**src/rtl/hazard_fwd_ctl_pkg.sv**
```systemverilog
// Shared definitions for the RF-stage hazard/forwarding controller:
// fwd_mux select codes and the in-flight scoreboard entry layout.
package mips789_defs;

  localparam int REG_AW = 5;

  // Codes 3..7 are reserved; fwd_mux decodes them as FW_NONE.
  localparam logic [2:0] FW_NONE = 3'd0;
  localparam logic [2:0] FW_ALU  = 3'd1;
  localparam logic [2:0] FW_MEM  = 3'd2;

  typedef struct packed {
    logic              v;
    logic [REG_AW-1:0] addr;
    logic              ld;
  } sb_entry_t;

  localparam sb_entry_t SB_EMPTY = '0;

endpackage

```
**src/rtl/fwd_sel.sv**
```systemverilog
// Per-operand forwarding select: picks the youngest in-flight producer of
// idx and flags when that producer is a load still sitting in EX.
import mips789_defs::*;

module fwd_sel #(
  parameter bit REG_ZERO_FWD = 1'b0
) (
  input  logic [4:0] idx,
  input  logic       use_op,
  input  sb_entry_t  ex,
  input  sb_entry_t  mem,
  output logic [2:0] code,
  output logic       ld_hit
);

  logic idx_ok;
  logic ex_hit;
  logic mem_hit;
  logic mem_ld_unused;

  assign idx_ok  = (idx != 5'd0) | REG_ZERO_FWD;
  assign ex_hit  = use_op & ex.v  & (ex.addr  == idx) & idx_ok;
  assign mem_hit = use_op & mem.v & (mem.addr == idx) & idx_ok;
  assign ld_hit  = ex_hit & ex.ld;

  // A load in MEM has its data by now, so its ld flag does not matter here.
  assign mem_ld_unused = mem.ld;

  always_comb begin
    code = FW_NONE;
    if (ex_hit && !ex.ld) begin
      code = FW_ALU;
    end else if (mem_hit) begin
      code = FW_MEM;
    end
  end

endmodule

```
**src/rtl/hazard_fwd_ctl.sv**
```systemverilog
// RF-stage hazard and forwarding controller: EX/MEM/WB destination
// scoreboard, rs/rt forwarding selects, load-use stall and stall counter.
import mips789_defs::*;

module hazard_fwd_ctl #(
  parameter int STALL_CNT_W  = 16,
  parameter bit REG_ZERO_FWD = 1'b0
) (
  input  logic                   clk,
  input  logic                   rst_i,
  input  logic                   pause,
  input  logic [4:0]             rs_n_i,
  input  logic [4:0]             rt_n_i,
  input  logic                   rs_use_i,
  input  logic                   rt_use_i,
  input  logic [4:0]             rd_index_i,
  input  logic                   rd_we_i,
  input  logic                   is_load_i,
  input  logic                   ra2ex_clr_i,
  output logic [2:0]             fw_cmp_rs,
  output logic [2:0]             fw_cmp_rt,
  output logic                   stall_o,
  output logic [STALL_CNT_W-1:0] stall_cnt_o
);

  sb_entry_t ex_q;
  sb_entry_t mem_q;
  sb_entry_t wb_q;
  sb_entry_t ex_d;

  logic [2:0] rs_code;
  logic [2:0] rt_code;
  logic       rs_ld_hit;
  logic       rt_ld_hit;
  logic       wb_unused;

  fwd_sel #(.REG_ZERO_FWD(REG_ZERO_FWD)) u_fwd_rs (
    .idx    (rs_n_i),
    .use_op (rs_use_i),
    .ex     (ex_q),
    .mem    (mem_q),
    .code   (rs_code),
    .ld_hit (rs_ld_hit)
  );

  fwd_sel #(.REG_ZERO_FWD(REG_ZERO_FWD)) u_fwd_rt (
    .idx    (rt_n_i),
    .use_op (rt_use_i),
    .ex     (ex_q),
    .mem    (mem_q),
    .code   (rt_code),
    .ld_hit (rt_ld_hit)
  );

  assign stall_o = !pause & (rs_ld_hit | rt_ld_hit);

  // The operand waiting on the load gets FW_NONE; it is re-evaluated after the bubble.
  assign fw_cmp_rs = (stall_o & rs_ld_hit) ? FW_NONE : rs_code;
  assign fw_cmp_rt = (stall_o & rt_ld_hit) ? FW_NONE : rt_code;

  // WB is tracked for completeness; the register file write-through covers it.
  assign wb_unused = ^wb_q;

  always_comb begin
    ex_d = SB_EMPTY;
    if (!(ra2ex_clr_i | stall_o)) begin
      ex_d.v    = rd_we_i & ((rd_index_i != 5'd0) | REG_ZERO_FWD);
      ex_d.addr = rd_index_i;
      ex_d.ld   = is_load_i;
    end
  end

  always_ff @(posedge clk) begin
    if (rst_i) begin
      ex_q        <= SB_EMPTY;
      mem_q       <= SB_EMPTY;
      wb_q        <= SB_EMPTY;
      stall_cnt_o <= '0;
    end else if (!pause) begin
      wb_q  <= mem_q;
      mem_q <= ex_q;
      ex_q  <= ex_d;
      if (stall_o && (stall_cnt_o != '1)) begin
        stall_cnt_o <= stall_cnt_o + 1'b1;
      end
    end
  end

endmodule
```
**config.mk**
```make
export PLATFORM = sky130hd
export DESIGN_NAME = hazard_fwd_ctl
export DESIGN_NICKNAME = d
export VERILOG_FILES = /design/src/rtl/hazard_fwd_ctl_pkg.sv /design/src/rtl/fwd_sel.sv /design/src/rtl/hazard_fwd_ctl.sv
export SDC_FILE = /design/constraint.sdc
export NUM_CORES = 1
export LEC_CHECK = 0
export ABC_AREA = 1
export CORE_MARGIN = 3
export CORE_UTILIZATION = 50
export DETAILED_ROUTE_END_ITERATION = 10
export GPL_ROUTABILITY_DRIVEN = 0
export MAX_ROUTING_LAYER = met4
export PLACE_DENSITY = 0.8
export SYNTH_ARGS = -nofsm -noshare
export SYNTH_HDL_FRONTEND = slang
export SYNTH_SLANG_ARGS = --single-unit
```
**constraint.sdc**
```tcl
create_clock -name clk -period 1.81 [get_ports clk]
set_input_delay 0.181 -clock clk [delete_from_list [all_inputs] [get_ports clk]]
set_output_delay 0.181 -clock clk [all_outputs]
set_load 0.01 [all_outputs]
```
==> flow_metrics.env <==
export IMPL_setup_viol=0
export IMPL_ys_seq_elements=29
export IMPL_synth_cell_types=28
export IMPL_grt_use_total_pct=25.1
export IMPL_port_buffers=43
export IMPL_dp_cells=404
export IMPL_cts_tree="done"
export IMPL_numCtsBuffers=5
export IMPL_die_h_um=68.5
export IMPL_status="finished clean"
export IMPL_hold_viol_final=0
export IMPL_ir_drop_v=0.000409
export IMPL_synth_warnings=0
export IMPL_antenna_left=0
export IMPL_p_leak_nw=1.12
export IMPL_die_w_um=68.5
export IMPL_path_clk_slew_ns=0.06
export IMPL_yosysSeqAreaShare_pct=29.7
export IMPL_finalMaxSlewViolations=0
export IMPL_vias_per_cell=5.37
export IMPL_htree_levels=2
export IMPL_finalCriticalPeriod_ns=1.74
export IMPL_syn_area_um2=1950
export IMPL_yosys_top_cells_count="nand2_1 (88), inv_1 (35), nor2_1 (30)"
export IMPL_slowest_stage="clkdlybuf4s50_1"
export IMPL_critPathArrivalTime_ns=1.56
export IMPL_synth_edf_count=0
export IMPL_antenna_found_initial=0
export IMPL_num_vias=2244
export IMPL_instances_no_fill=418
export IMPL_max_stage_delay_ns=0.49
export IMPL_clock_skew_ns=0.00332
export IMPL_critPathKind="in2out"
export IMPL_synth_ff_type="dfxtp_1"
export IMPL_netlist_instances=310
export IMPL_clk_latency_ns=0.29
export IMPL_clock_sinks=29
export IMPL_crit_path_end_kind="primary output"
export IMPL_core_um2=3720
export IMPL_required_ns=1.63
export IMPL_grt_ovfl_total=0
export IMPL_grt_pass1_vias=2014
export IMPL_dr_pass1_iters=5
export IMPL_cts_buffer_depth=2
export IMPL_path_buf_inv=4
export IMPL_hold_path_class="in2reg"
export IMPL_design_area_um2=2680
export IMPL_crit_fanout=3
export IMPL_powerDensity_nw_per_um2=536
export IMPL_synthTopCellsByArea="dfxtp_1 (30%), nand2_1 (17%), inv_1 (6.7%), nand4_1 (5.8%), nor2_1 (5.8%)"
export IMPL_cp_cell_sequence="clkdlybuf4s50_1 > nand2_1 > a21oi_2 > nand2_1 > nor2_2 > nand2_2 > buf_6 > nand2_4 > nand2_4 > inv_2 > buf_2"
export IMPL_initial_core_util_pct=52.6
export IMPL_postSynthAreaPerCell_um2=6.30
export IMPL_root_buffer="clkbuf_8"
export IMPL_layout_drive_gt1_share_pct=20.5
export IMPL_nFillCells=316
export IMPL_fmax_mhz=574
export IMPL_period_share_pct=96.2
export IMPL_place_area_um2=2480
export IMPL_grt_start_max_net_pins=18
export IMPL_routed_wl_mm=5.55
export IMPL_start_kind="input port"
export IMPL_design_die_area_um2=4690
export IMPL_antenna_cells=0
export IMPL_wl_per_cell_um=13.3
export IMPL_rows=22
export IMPL_post_synth_top_count_cell="nand2_1"
export IMPL_area_growth_pct=37.2
export IMPL_yosys_area_top_type="dfxtp_1"
export IMPL_drv_cap=0
export IMPL_async_reset_ff_share_pct=0
export IMPL_drtIter0Drc=164
export IMPL_hpwl_mm=3.94
export IMPL_synth_top_area_share_pct=29.7
export IMPL_drc=0
export IMPL_num_nets_final=393
export IMPL_crit_family="buffers and inverters"
export IMPL_grt_first_pass_wirelength_mm=8.84
export IMPL_io_pins=46
-- report_power, final --
part / internal (mW) / switching, mW
logic: 0.0824 / 0.0919
clock network: 0.343 / 0.252
registers: 0.651 / 0.0156
total: 1.08 / 0.359
-- cells in the final DEF (no fill, tap or decap), drive strengths merged, types with 5 or more instances in the layout --
master | netlist | layout
clkbuf | 6 | 10
nand4 | 18 | 18
clkdlybuf4s50 | 0 | 31
nor2 | 34 | 34
buf | 4 | 18
xor2 | 6 | 6
nand2 | 100 | 100
o21ai | 8 | 8
dfxtp | 29 | 29
nand3 | 20 | 22
inv | 40 | 40
dlygate4sd2 | 0 | 5
a21oi | 27 | 27
-- path summary, 6_finish.rpt --
| kind | endpoint | cells after the start | from | slack [ns] |
|---|---|---|---|---|
| min reg2reg | ex_q[6] | 2 | ex_q[6] | 0.50 |
| max | stall_o | 11 | rt_use_i | 0.07 |
| max reg2reg | stall_cnt_o[9] | 9 | stall_cnt_o[0] | 0.11 |
| min | ex_q[0] | 3 | is_load_i | 0.47 |
-- layout make-up --
| cell class | count | area, µm² | share of cell area (%) |
|---|---|---|---|
| sequential | 29 | 588 | 21.9 |
| multi-input combinational | 234 | 1240 | 46.5 |
| tap | 48 | 60.1 | 2.24 |
| inverter | 40 | 150 | 5.60 |
| clock buffer | 7 | 96.3 | 3.59 |
| clock inverter | 1 | 5.00 | 0.187 |
| timing repair buffer | 59 | 536 | 20.0 |
-- what timing repair did --
| item | in CTS | in global routing |
|---|---|---|
| hold buffers | 0 | 0 |
| endpoints found under the setup margin | 5 | 20 |
| buffers inserted | 2 | 2 |
| resized for setup | 24 | 24 |
| cloned | 0 | 2 |
| pin swaps | 4 | 7 |
-- tightest hold or removal path, delay by kind of cell --
kind	cells	cell delay, ns
AO/OA/AOI/OAI	1	0.05
AND/OR/NAND/NOR	1	0.08
buffers and inverters	1	0.39
-- routing by layer --
layer / global-route usage (%) / routed length, µm
met5: - / 0
met4: 6.45 / 57
met3: 5.02 / 391
met2: 37.9 / 2630
met1: 34.3 / 2480
-- state kept, by name, indices dropped and copies added, names as in the netlist --
register / count
stall_cnt_o: 16
ex_q: 7
mem_q: 6
-- logic make-up after synthesis --
family | share of synthesized area [%]
AOI/OAI and AO/OA | 14.0
xor gates and xnor gates | 3.59
adders and majority gates | 0.641
buffers and inverters | 10.8
DFF | 29.7
other | 0.192
and+or+nand+nor | 41.1
-- stage by stage --
step	setup TNS (ns)	util (%)	worst slack [ns]	hold slack (ns)	power, mW
final	0	72.1	0.0685	0.472	1.44
after global routing	-0.0353	72.1	-0.0326	0.499	1.48
after CTS	-0.0230	70.1	-0.0188	0.485	1.43
after detailed placement	-4.97	66.7	-0.301	0.511	0.850
after global placement	-3.98	66.7	-0.256	0.493	0.847
after floorplan	0	-	0.155	0.250	0.765
No activity file was read; power rests on OpenSTA's default activity.
